## config.mk

```make
export PLATFORM = sky130hd
export DESIGN_NAME = priority_grant_sequencer_flat
export DESIGN_NICKNAME = d
export VERILOG_FILES = /design/src/rtl/priority_grant_sequencer_if.sv /design/src/rtl/priority_grant_sequencer.sv /design/src/flat_wrapper.sv
export SDC_FILE = /design/constraint.sdc
export NUM_CORES = 1
export LEC_CHECK = 0
export CORE_MARGIN = 4
export CORE_UTILIZATION = 50
export DETAILED_ROUTE_END_ITERATION = 8
export PLACE_DENSITY = 0.77
export SLEW_MARGIN = 15
export SYNTH_ARGS = -nofsm -noshare
export SYNTH_HDL_FRONTEND = slang
export SYNTH_SLANG_ARGS = --single-unit
export TNS_END_PERCENT = 50
```

## constraint.sdc

```tcl
create_clock -name clk -period 2.14 [get_ports clk]
set_input_delay 0.428 -clock clk [delete_from_list [all_inputs] [get_ports clk]]
set_output_delay 0.428 -clock clk [all_outputs]
set_load 0.005 [all_outputs]
```

## src/rtl/priority_grant_sequencer_if.sv

```systemverilog
// Handshake bundle between the priority detector / actuator side and the
// grant sequencer.
//   in_x, in_y : one-hot priority code from the detector (outX, outY)
//   ack        : actuator acknowledge of the current grant
//   grant_x/y  : held grant per channel
//   busy       : sequencer is not idle
//   timeout    : one-cycle pulse, grant expired without ack
//   conflict   : sticky flag, both code lines were seen high together
//   cnt_x/y    : saturating count of acknowledged grants per channel
// master drives the code and ack; slave (the sequencer) drives the rest.
interface priority_grant_sequencer_if #(
  parameter int CNT_W = 4
) ();
  logic             in_x;
  logic             in_y;
  logic             ack;
  logic             grant_x;
  logic             grant_y;
  logic             busy;
  logic             timeout;
  logic             conflict;
  logic [CNT_W-1:0] cnt_x;
  logic [CNT_W-1:0] cnt_y;

  modport master (
    output in_x, in_y, ack,
    input  grant_x, grant_y, busy, timeout, conflict, cnt_x, cnt_y
  );

  modport slave (
    input  in_x, in_y, ack,
    output grant_x, grant_y, busy, timeout, conflict, cnt_x, cnt_y
  );
endinterface

```

## src/rtl/priority_grant_sequencer.sv

```systemverilog
// Priority grant sequencer: qualifies a one-hot code from the priority
// detector for STABLE_CYCLES consecutive edges, then holds a grant on the
// matching channel until ack or until HOLD_CYCLES cycles elapse. Acked
// grants are counted per channel (saturating). An event is granted once;
// the code must return to 00 before a new one is accepted.
// Ports:
//   clk   : rising-edge clock
//   reset : asynchronous active-high reset, clears every register
//   bus   : slave side of priority_grant_sequencer_if (see that file)
// All outputs are registered.
module priority_grant_sequencer #(
  parameter int STABLE_CYCLES = 3,
  parameter int HOLD_CYCLES   = 4,
  parameter int CNT_W         = 4
) (
  input logic                       clk,
  input logic                       reset,
  priority_grant_sequencer_if.slave bus
);

  typedef enum logic [1:0] {
    IDLE    = 2'd0,
    QUALIFY = 2'd1,
    GRANT   = 2'd2,
    RELEASE = 2'd3
  } state_t;

  localparam logic [7:0]       STABLE_LAST = 8'(STABLE_CYCLES - 1);
  localparam logic [7:0]       HOLD_LAST   = 8'(HOLD_CYCLES - 1);
  localparam logic [CNT_W-1:0] CNT_MAX     = '1;

  state_t           state_q, state_d;
  logic [1:0]       cap_q, cap_d;
  logic [7:0]       qcnt_q, qcnt_d;
  logic [7:0]       hcnt_q, hcnt_d;
  logic             grant_x_q, grant_x_d;
  logic             grant_y_q, grant_y_d;
  logic             busy_q, busy_d;
  logic             timeout_q, timeout_d;
  logic             conflict_q, conflict_d;
  logic [CNT_W-1:0] cnt_x_q, cnt_x_d;
  logic [CNT_W-1:0] cnt_y_q, cnt_y_d;

  logic [1:0] code;
  logic       is_single;
  logic       is_illegal;

  assign code       = {bus.in_y, bus.in_x};
  assign is_single  = (code == 2'b01) || (code == 2'b10);
  assign is_illegal = (code == 2'b11);

  always_comb begin
    state_d    = state_q;
    cap_d      = cap_q;
    qcnt_d     = qcnt_q;
    hcnt_d     = hcnt_q;
    cnt_x_d    = cnt_x_q;
    cnt_y_d    = cnt_y_q;
    timeout_d  = 1'b0;
    conflict_d = conflict_q | is_illegal;

    case (state_q)
      IDLE: begin
        if (is_single) begin
          cap_d   = code;
          qcnt_d  = 8'd1;
          state_d = QUALIFY;
        end
      end
      QUALIFY: begin
        if (code == cap_q) begin
          if (qcnt_q == STABLE_LAST) begin
            hcnt_d  = 8'd0;
            state_d = GRANT;
          end else begin
            qcnt_d = qcnt_q + 8'd1;
          end
        end else if (is_single) begin
          // A different single code restarts qualification on that channel.
          cap_d  = code;
          qcnt_d = 8'd1;
        end else begin
          state_d = IDLE;
        end
      end
      GRANT: begin
        // The code is deliberately ignored here; only ack or expiry leave.
        if (bus.ack) begin
          if (cap_q[0] && (cnt_x_q != CNT_MAX)) cnt_x_d = cnt_x_q + 1'b1;
          if (cap_q[1] && (cnt_y_q != CNT_MAX)) cnt_y_d = cnt_y_q + 1'b1;
          state_d = RELEASE;
        end else if (hcnt_q == HOLD_LAST) begin
          timeout_d = 1'b1;
          state_d   = RELEASE;
        end else begin
          hcnt_d = hcnt_q + 8'd1;
        end
      end
      RELEASE: begin
        if (code == 2'b00) state_d = IDLE;
      end
      default: state_d = IDLE;
    endcase

    // Outputs are registered copies of the decoded next state so they line
    // up with the state register.
    grant_x_d = (state_d == GRANT) && cap_d[0];
    grant_y_d = (state_d == GRANT) && cap_d[1];
    busy_d    = (state_d != IDLE);
  end

  always_ff @(posedge clk or posedge reset) begin
    if (reset) begin
      state_q    <= IDLE;
      cap_q      <= 2'b00;
      qcnt_q     <= 8'd0;
      hcnt_q     <= 8'd0;
      grant_x_q  <= 1'b0;
      grant_y_q  <= 1'b0;
      busy_q     <= 1'b0;
      timeout_q  <= 1'b0;
      conflict_q <= 1'b0;
      cnt_x_q    <= '0;
      cnt_y_q    <= '0;
    end else begin
      state_q    <= state_d;
      cap_q      <= cap_d;
      qcnt_q     <= qcnt_d;
      hcnt_q     <= hcnt_d;
      grant_x_q  <= grant_x_d;
      grant_y_q  <= grant_y_d;
      busy_q     <= busy_d;
      timeout_q  <= timeout_d;
      conflict_q <= conflict_d;
      cnt_x_q    <= cnt_x_d;
      cnt_y_q    <= cnt_y_d;
    end
  end

  assign bus.grant_x  = grant_x_q;
  assign bus.grant_y  = grant_y_q;
  assign bus.busy     = busy_q;
  assign bus.timeout  = timeout_q;
  assign bus.conflict = conflict_q;
  assign bus.cnt_x    = cnt_x_q;
  assign bus.cnt_y    = cnt_y_q;

endmodule

```

## src/flat_wrapper.sv

```systemverilog
// flat-port wrapper written by rule: the top's interface ports become plain ports
module priority_grant_sequencer_flat 
#(
  parameter int STABLE_CYCLES = 3,
  parameter int HOLD_CYCLES   = 4,
  parameter int CNT_W         = 4
)
  (clk, reset, bus_in_x, bus_in_y, bus_ack, bus_grant_x, bus_grant_y, bus_busy, bus_timeout, bus_conflict, bus_cnt_x, bus_cnt_y);
  priority_grant_sequencer_if #(.CNT_W(CNT_W)) bus_i ();
  input logic clk;
  input logic reset;
  input wire logic [$bits(bus_i.in_x)-1:0] bus_in_x;
  input wire logic [$bits(bus_i.in_y)-1:0] bus_in_y;
  input wire logic [$bits(bus_i.ack)-1:0] bus_ack;
  output wire logic [$bits(bus_i.grant_x)-1:0] bus_grant_x;
  output wire logic [$bits(bus_i.grant_y)-1:0] bus_grant_y;
  output wire logic [$bits(bus_i.busy)-1:0] bus_busy;
  output wire logic [$bits(bus_i.timeout)-1:0] bus_timeout;
  output wire logic [$bits(bus_i.conflict)-1:0] bus_conflict;
  output wire logic [$bits(bus_i.cnt_x)-1:0] bus_cnt_x;
  output wire logic [$bits(bus_i.cnt_y)-1:0] bus_cnt_y;
  assign bus_i.in_x = bus_in_x;
  assign bus_i.in_y = bus_in_y;
  assign bus_i.ack = bus_ack;
  assign bus_grant_x = bus_i.grant_x;
  assign bus_grant_y = bus_i.grant_y;
  assign bus_busy = bus_i.busy;
  assign bus_timeout = bus_i.timeout;
  assign bus_conflict = bus_i.conflict;
  assign bus_cnt_x = bus_i.cnt_x;
  assign bus_cnt_y = bus_i.cnt_y;
  priority_grant_sequencer #(.STABLE_CYCLES(STABLE_CYCLES), .HOLD_CYCLES(HOLD_CYCLES), .CNT_W(CNT_W)) u_core (.clk(clk), .reset(reset), .bus(bus_i));
endmodule
```

==> impl_metrics.json, run 1 <==
{
  "worstMarginPinSlew_ns": 0.5809,
  "cts_setup_buffers": 0,
  "timing.final.ws_setup_ns": 0.08785,
  "grt_pass1_wl_um": 6279,
  "async_flop_share_pct": 100.0,
  "ctsResizeCount": 0,
  "synth_flop_cell": "dfrtp_1",
  "setup_tns_ns": 0,
  "rows": 20,
  "arrival_ns": 2.32,
  "syn-num-nets": 171,
  "synth_cell_types": 39,
  "max-vdd-ir-drop_uv": 470.5,
  "min_period_ns": 2.052,
  "cts_tree": "built",
  "post-place-ws_ns": -0.08395,
  "clk_latency_ns": 0.34,
  "finish.net_count": 209,
  "coreArea_um2": 3128,
  "synth_edf_count": 0,
  "antenna_cells": 0,
  "synth_area_leader_cell": "dfrtp_1",
  "place_area_um2": 2009,
  "cts_buffers": 5,
  "crit_cells": 7,
  "syn_inst": 159,
  "hold_viol": 0,
  "numClockSinks": 33,
  "synth_top_area_share_pct": 49.40,
  "path_class": "reg -> reg",
  "syn2layout_area_growth_pct": 23.50,
  "rsz0062_at_grt": "true",
  "maxCapViolations": 0,
  "overflow": 0,
  "max_stage_delay_ns": 0.48,
  "fp.dieW_um": 65.82,
  "cp_max_fo": 6,
  "crit_path_end_kind": "flop",
  "crit_start": "u_core.qcnt_q[0]$_DFFE_PP0P_",
  "drcViolationCount": 0,
  "slew_viol_final": 0,
  "final_layout_size_suffix_gt1_share_pct": 16.24,
  "synth-seq-cells": 33,
  "hp-class": "in -> async",
  "via_per_inst": 5.593,
  "synth.top_cells.by_count": "dfrtp_1, nand2_1, inv_1",
  "cp_cell_sequence": "inv_1, ha_1, or4b_1, or4_4, nor3_4, buf_4, nand2b_1",
  "start_util_pct": 53.44,
  "post_drt_wl_per_cell_um": 14.56,
  "dp.cells": 234,
  "stdcell_count": 241,
  "synthTopCellsByArea": "dfrtp_1, ha_1, xor2_1",
  "ios": 18,
  "die_area_um2": 4332,
  "port_buffers": 17,
  "ctsHtreeMaxLevel": 2,
  "syn_area_um2": 1672,
  "ys_seq_area_share_pct": 49.40,
  "crit_end": "u_core.state_q[1]$_DFF_PP0_",
  "place.gp.congestion": 0.8991,
  "root_buffer": "clkbuf_4",
  "r2r-end": "u_core.state_q[1]$_DFF_PP0_",
  "layout_worst_path_cycle_share_pct": 95.89,
  "r2r_cells": 7,
  "cts.path.max_buffers": 2,
  "ys_warn_count": 0,
  "drtAntennaViolNets": 0,
  "crit_required_ns": 2.41,
  "grt_max_degree": 34,
  "p_per_area_nw_per_um2": 770.4,
  "postRouteWirelength_um": 3508,
  "yosysMostFrequentCell": "dfrtp_1",
  "crit_family": "simple AND/OR/NAND/NOR gates",
  "r2r_slack_ns": 0.09,
  "grt_pass1_vias": 1423,
  "slew_headroom_pct": 61.28,
  "status": "finished clean",
  "vias": 1348,
  "fmax_ghz": 0.4873,
  "first_pass_iters": 4,
  "dp_hpwl_um": 2533,
  "path_clk_slew_ns": 0.10,
  "fin_util_pct": 66.00,
  "startpoint_type": "flop",
  "drt_first_iter_violations": 84,
  "power_leakage_uw": 0.0009367,
  "syn_avg_cell_area_um2": 10.51,
  "postLayoutCellArea_um2": 2064,
  "worst-path-buf-inv": 2,
  "r2r_start": "u_core.qcnt_q[0]$_DFFE_PP0P_",
  "postCtsHoldBufs": 0,
  "grt_util_all_layers_pct": 19.18,
  "fin_worst_skew_ns": 0.01324,
  "worst_path_max_delay_cell": "or4_4",
  "setup_viol": 0,
  "antenna_found_initial": 0,
  "die_h_um": 65.82
}
-- placed cells by master (no fill, tap or decap), types with 2 or more instances in the layout --
cell type	count
a21oi_1	6
a31oi_1	2
and3_1	4
buf_4	16
clkbuf_4	5
clkdlybuf4s50_1	17
dfrtp_1	33
ha_1	7
inv_1	10
mux2_2	6
nand2_1	12
nand2b_1	2
nand3_1	6
nand4_1	5
nand4b_1	2
nor2_1	7
nor2b_1	3
nor3_1	5
nor4_1	2
o21a_1	2
o21ai_0	7
o22ai_1	3
o31ai_1	2
xnor2_1	6
xor2_1	9
-- per-layer routing --
metal	GRT usage [%]	wire, um	vias up
li1	-	-	650
met1	22.58	1537	654
met2	31.04	1743	35
met3	5.782	148	9
met4	10.62	79	0
met5	0	0	-
-- cell families after synthesis --
kind of cell             synth area share [%]
AO/OA/AOI/OAI                           10.48
adder cells (fa/ha/maj)                 5.239
AND/OR/NAND/NOR                         19.69
XOR/XNOR                                7.860
buffers and inverters                   2.695
multiplexers                            4.640
flip-flops                              49.40
-- registers in the layout, summed over array words and instances (netlist names) --
signal               count
u_core.cap_q             2
u_core.bus.timeout       1
u_core.bus.busy          1
u_core.state_q           2
u_core.bus.cnt_x         4
u_core.bus.conflict      1
u_core.qcnt_q            8
u_core.hcnt_q            8
u_core.bus.cnt_y         4
u_core.bus.grant_x       1
u_core.bus.grant_y       1
-- worst register-to-register path: stages, from the launching register on --
cell      delay [ns]
dfrtp_1         0.39
inv_1           0.06
ha_1            0.13
or4b_1          0.46
or4_4           0.48
nor3_4          0.18
buf_4           0.18
nand2b_1        0.10
-- how the worst min path moves through the flow --
stage | from | end | slack, ns | depth (start not counted)
2_1_floorplan | u_core.bus.conflict$_DFF_PP0_ | u_core.bus.conflict$_DFF_PP0_ | 0.46 | 1
5_1_grt | reset | u_core.qcnt_q[3]$_DFFE_PP0P_ | 0.50 | 3
4_1_cts | reset | u_core.bus.conflict$_DFF_PP0_ | 0.46 | 3
3_3_place_gp | u_core.bus.conflict$_DFF_PP0_ | u_core.bus.conflict$_DFF_PP0_ | 0.45 | 1
6_report | reset | u_core.bus.conflict$_DFF_PP0_ | 0.46 | 3
3_5_place_dp | u_core.bus.conflict$_DFF_PP0_ | u_core.bus.conflict$_DFF_PP0_ | 0.46 | 1
-- metrics by stage --
stage | power, uW | hold WS, ns
floorplan | 1038 | 0.4622
global placement | 1225 | 0.4464
detailed placement | 1245 | 0.4580
CTS | 1606 | 0.4615
global route | 1696 | 0.5019
finish | 1590 | 0.4558
-- power breakdown --
part	internal [uW]	switching, uW
Clock	155	197
Combinational	235	204
Sequential	698	103
-- final cells by class --
cell class	count	area (um2)
fillers	234	1064
flip-flops and latches	33	825.8
multi-input cells	114	800.8
repair buffers	33	290.3
clock buffers	7	55.05
well taps	44	55.05
inverters	10	37.54
No activity file was read; power rests on OpenSTA's default activity.
==> run 2, diff against run 1 <==
--- a/config.mk
+++ b/config.mk
@@ -8,7 +8,7 @@
 export CORE_MARGIN = 4
 export CORE_UTILIZATION = 50
 export DETAILED_ROUTE_END_ITERATION = 8
-export PLACE_DENSITY = 0.77
+export PLACE_DENSITY = 0.72
 export SLEW_MARGIN = 15
 export SYNTH_ARGS = -nofsm -noshare
 export SYNTH_HDL_FRONTEND = slang
==> run 2 against run 1 <==
Against the previous run: clock-buffer cell count is 2 lower; final area increased by 1.3%; die area did not move; sequential share of layout area fell by 0.53 points; flip-flop and latch count unchanged; via count down 2.4%; critical path depth stayed put; largest power group unchanged; highest routed layer unchanged.
==> impl_metrics.json, run 2 (same netlist as run 1, synthesis figures left out) <==
{
  "startpoint_type": "flop",
  "worst_path_max_delay_cell": "or4_4",
  "slew_headroom_pct": 69.42,
  "drcViolationCount": 0,
  "crit_required_ns": 2.43,
  "final_common_cell": "dfrtp_1",
  "hold_viol": 0,
  "cp_cell_sequence": "inv_1, ha_1, or4b_4, or4_4, nor3_4, buf_4, o21a_1",
  "cts_setup_buffers": 0,
  "fp.dieW_um": 65.82,
  "max_stage_delay_ns": 0.47,
  "status": "finished clean",
  "min_period_ns": 2.031,
  "crit_path_end_kind": "flop",
  "slew_viol_final": 0,
  "worst-path-buf-inv": 2,
  "vias": 1315,
  "p_int_uw": 1070,
  "via_per_inst": 5.389,
  "start_util_pct": 53.44,
  "timing.final.ws_setup_ns": 0.1089,
  "postRouteWirelength_um": 3561,
  "switching_share_pct": 33.10,
  "cts_buffers": 5,
  "rsz0062_at_grt": "true",
  "drt_first_iter_violations": 55,
  "post-place-ws_ns": -0.07068,
  "finish.net_count": 211,
  "max-vdd-ir-drop_uv": 541.5,
  "cts.path.max_buffers": 2,
  "die_h_um": 65.82,
  "p_clk_share_pct": 21.4,
  "setup_viol": 0,
  "final_layout_size_suffix_gt1_share_pct": 19.00,
  "port_buffers": 17,
  "final_cell_mix": "dfrtp_1, clkdlybuf4s50_1, buf_4, nand2_1, inv_1",
  "overflow": 0,
  "die_area_um2": 4332,
  "ios": 18,
  "ctsHtreeMaxLevel": 2,
  "p_sw_uw": 529.4,
  "root_buffer": "clkbuf_4",
  "path_clk_slew_ns": 0.11,
  "syn2layout_area_growth_pct": 25.15,
  "rows": 20,
  "cts_tree": "built",
  "dp_hpwl_um": 2684,
  "cp_max_fo": 3,
  "grt_pass1_wl_um": 6520,
  "hp-class": "in -> async",
  "worstMarginPinSlew_ns": 0.4546,
  "path_class": "reg -> reg",
  "clk_latency_ns": 0.34,
  "place.gp.congestion": 0.8749,
  "grt_pass1_vias": 1424,
  "numClockSinks": 33,
  "antenna_found_initial": 0,
  "grt_util_all_layers_pct": 19.96,
  "top_regs": "u_core.hcnt_q x8, u_core.qcnt_q x8",
  "comb_power_share_pct": 29.1,
  "coreArea_um2": 3128,
  "p_per_area_nw_per_um2": 764.5,
  "layout_worst_path_cycle_share_pct": 94.91,
  "fin_worst_skew_ns": 0.009446,
  "first_pass_iters": 4,
  "fmax_ghz": 0.4924,
  "grt_max_degree": 34,
  "drtAntennaViolNets": 0,
  "arrival_ns": 2.32,
  "crit_family": "simple AND/OR/NAND/NOR gates",
  "seqPwrFrac_pct": 49.5,
  "totalPowerFinal_uw": 1599,
  "maxCapViolations": 0,
  "antenna_cells": 0,
  "power_leakage_uw": 0.0009509,
  "post_drt_wl_per_cell_um": 14.59
}
## run 2: layout make-up
type	count	area [um2]
clock buffer	5	37.54
clock inverter	3	17.52
fill	257	1036
inverter	10	37.54
multi-input combinational	114	809.5
sequential	33	825.8
tap	44	55.05
timing repair buffer	35	309.0
## run 2: metrics by stage
stage | setup TNS [ns] | std cells | utilization [%] | area [um2] | hold WS, ns
after detailed placement | -0.08977 | 236 | 64.72 | 2024 | 0.4545
after global placement | 0 | 236 | 64.72 | 2024 | 0.4527
final | 0 | 244 | 66.88 | 2092 | 0.4577
after global routing | 0 | 244 | 66.88 | 2092 | 0.5083
after floorplan | 0 | 159 | - | 1672 | 0.4622
after CTS | 0 | 244 | 66.48 | 2079 | 0.4661
## run 2: worst reg2reg max path, cell delays in order (launching register included)
cell,delay [ns]
dfrtp_1,0.39
inv_1,0.05
ha_1,0.12
or4b_4,0.46
or4_4,0.47
nor3_4,0.20
buf_4,0.16
o21a_1,0.11
## run 2: metal layers
layer	vias to the layer above	track usage (%)	wire (um)
met1	630	25.31	1600
met2	27	32.42	1729
met5	-	0	0
met3	6	6.293	183
met4	0	6.218	48
li1	652	-	-
## run 2: what timing repair did
item | CTS | global route
resized for setup | 0 | 3
hold buffers | 0 | 0
endpoints found under the hold margin | 0 | 0
setup endpoints to repair | 0 | 7
## run 2: final timing paths
kind / startpoint / to / slack (ns) / cells past startpoint
setup reg to reg: u_core.qcnt_q[0]$_DFFE_PP0P_ / u_core.bus.grant_x$_DFF_PP0_ / 0.11 / 7
setup / recovery: u_core.qcnt_q[0]$_DFFE_PP0P_ / u_core.bus.grant_x$_DFF_PP0_ / 0.11 / 7
hold reg to reg: u_core.bus.conflict$_DFF_PP0_ / u_core.bus.conflict$_DFF_PP0_ / 0.49 / 1
min in group clk: u_core.bus.conflict$_DFF_PP0_ / u_core.bus.conflict$_DFF_PP0_ / 0.49 / 1
hold / removal: reset / u_core.bus.busy$_DFF_PP0_ / 0.46 / 3
max in group asynchronous: reset / u_core.qcnt_q[6]$_DFFE_PP0P_ / 1.38 / 3
## run 2: power groups by stage
| stage | clock network [uW] | registers (uW) | logic (uW) |
|---|---|---|---|
| global route | 384 | 808 | 521 |
| global placement | 0 | 796 | 443 |
| finish | 343 | 791 | 466 |
| floorplan | 0 | 769 | 269 |
| CTS | 352 | 791 | 464 |
| detailed placement | 0 | 802 | 462 |
==> run 3, diff against run 2 <==
--- a/config.mk
+++ b/config.mk
@@ -8,7 +8,7 @@
 export CORE_MARGIN = 4
 export CORE_UTILIZATION = 50
 export DETAILED_ROUTE_END_ITERATION = 8
-export PLACE_DENSITY = 0.72
+export DONT_BUFFER_PORTS = 1
 export SLEW_MARGIN = 15
 export SYNTH_ARGS = -nofsm -noshare
 export SYNTH_HDL_FRONTEND = slang
==> run 3 against run 2 <==
Against the previous run: final area is 11% lower; sequential share of layout area is 4.9 points higher; register-to-register slack worse by 0.096 ns; sequential power is 0.6% lower; clock power is 43% higher; critical path depth stayed put; critical path type unchanged.
==> impl_metrics.json, run 3 (same netlist as run 1, synthesis figures left out) <==
{
  "status": "finished clean",
  "root_buffer": "clkbuf_4",
  "postRouteWirelength_um": 3218,
  "maxCapViolations": 0,
  "final_common_cell": "dfrtp_1",
  "antenna_found_initial": 0,
  "numClockSinks": 33,
  "ctsHtreeMaxLevel": 2,
  "grt_util_all_layers_pct": 17.80,
  "grt_pass1_wl_um": 5740,
  "drt_first_iter_violations": 90,
  "wl_met2_um": 1509,
  "slew_headroom_pct": 64.41,
  "fin_worst_skew_ns": 0.01512,
  "via_per_inst": 5.710,
  "r2r_cells": 7,
  "cts_tree": "built",
  "crit_path_end_kind": "flop",
  "totalPowerFinal_uw": 1616,
  "start_util_pct": 53.44,
  "setup_tns_ns": 0,
  "syn2layout_area_growth_pct": 11.30,
  "drtAntennaViolNets": 0,
  "max-vdd-ir-drop_uv": 579.2,
  "clk_latency_ns": 0.34,
  "die_h_um": 65.82,
  "setup_viol": 0,
  "crit_required_ns": 2.36,
  "final_cell_mix": "dfrtp_1, nand2_1, inv_1, xor2_1",
  "overflow": 0,
  "fmax_ghz": 0.4700,
  "holdPathStages": 2,
  "path_clk_slew_ns": 0.11,
  "arrival_ns": 2.35,
  "rsz0062_at_grt": "true",
  "slew_viol_final": 0,
  "ios": 18,
  "port_buffers": 0,
  "routed.top_layer": "met4",
  "p_per_area_nw_per_um2": 868.6,
  "cts_buffers": 5,
  "grt_max_degree": 21,
  "path_class": "reg -> reg",
  "met1Wirelength_um": 1465,
  "dp_hpwl_um": 2354,
  "drcViolationCount": 0,
  "rows": 20,
  "antenna_cells": 0,
  "hold_viol": 0,
  "finish.net_count": 181,
  "min_period_ns": 2.127,
  "grt_pass1_vias": 1180,
  "first_pass_iters": 4,
  "top_regs": "u_core.hcnt_q x8, u_core.qcnt_q x8",
  "power_leakage_uw": 0.0008438,
  "layout_worst_path_cycle_share_pct": 99.41,
  "coreArea_um2": 3128,
  "met3_length_um": 196,
  "hold_ws_ns": 0.2665,
  "cp_max_fo": 9,
  "hp-class": "in -> reg",
  "vias": 1222,
  "post_drt_wl_per_cell_um": 15.04,
  "die_area_um2": 4332,
  "worstMarginPinSlew_ns": 0.5290,
  "final_layout_size_suffix_gt1_share_pct": 12.94,
  "startpoint_type": "flop",
  "cts.path.max_buffers": 2,
  "place.gp.congestion": 0.7541,
  "fp.dieW_um": 65.82
}
## run 3: area by class of cell
class | count | area [um2]
clock inverter | 1 | 30.03
inverter | 10 | 37.54
timing repair buffer | 5 | 52.55
tap | 44 | 55.05
fill | 290 | 1267
multi-input combinational | 114 | 804.5
clock buffer | 7 | 55.05
sequential | 33 | 825.8
## run 3: repair_timing
action / CTS / global route
buffers inserted: 0 / 1
hold endpoints to repair: 13 / 0
setup endpoints to repair: 0 / 10
hold buffers: 1 / 0
resized for setup: 0 / 1
## run 3: worst paths after layout
check	start	to	slack, ns
setup / recovery	u_core.qcnt_q[0]$_DFFE_PP0P_	u_core.state_q[0]$_DFF_PP0_	0.01
hold reg to reg	u_core.bus.conflict$_DFF_PP0_	u_core.bus.conflict$_DFF_PP0_	0.51
max in group asynchronous	reset	u_core.qcnt_q[1]$_DFFE_PP0P_	0.94
min in group asynchronous	reset	u_core.bus.cnt_y[3]$_DFFE_PP0P_	0.54
hold / removal	bus_ack	u_core.state_q[0]$_DFF_PP0_	0.27
setup reg to reg	u_core.qcnt_q[0]$_DFFE_PP0P_	u_core.state_q[0]$_DFF_PP0_	0.01
## run 3: power by group
group / internal, uW / switching, uW
clock: 279 / 210
combinational: 151 / 190
sequential: 698 / 87.6
total: 1130 / 487
## run 3: routing by layer
metal	GRT usage (%)	vias to the layer above
li1	-	587
met1	23.41	605
met2	26.78	24
met3	7.313	6
met4	5.181	0
met5	0	-
## run 3: stage by stage
stage               instance area [um2]  std cells  setup WS (ns)  util, %
floorplan                          1672        159         0.2048        -
global placement                   1742        204        0.08460    55.68
detailed placement                 1742        204        0.05721    55.68
CTS                                1837        213        0.02862    58.72
global route                       1861        214       -0.07983    59.48
finish                             1861        214        0.01256    59.48
## run 3: critical path: stages (launching register included)
cell	delay (ns)
dfrtp_1	0.43
inv_1	0.08
ha_1	0.13
or4b_4	0.45
or4_4	0.47
nor3_4	0.23
buf_12	0.15
o22ai_1	0.07
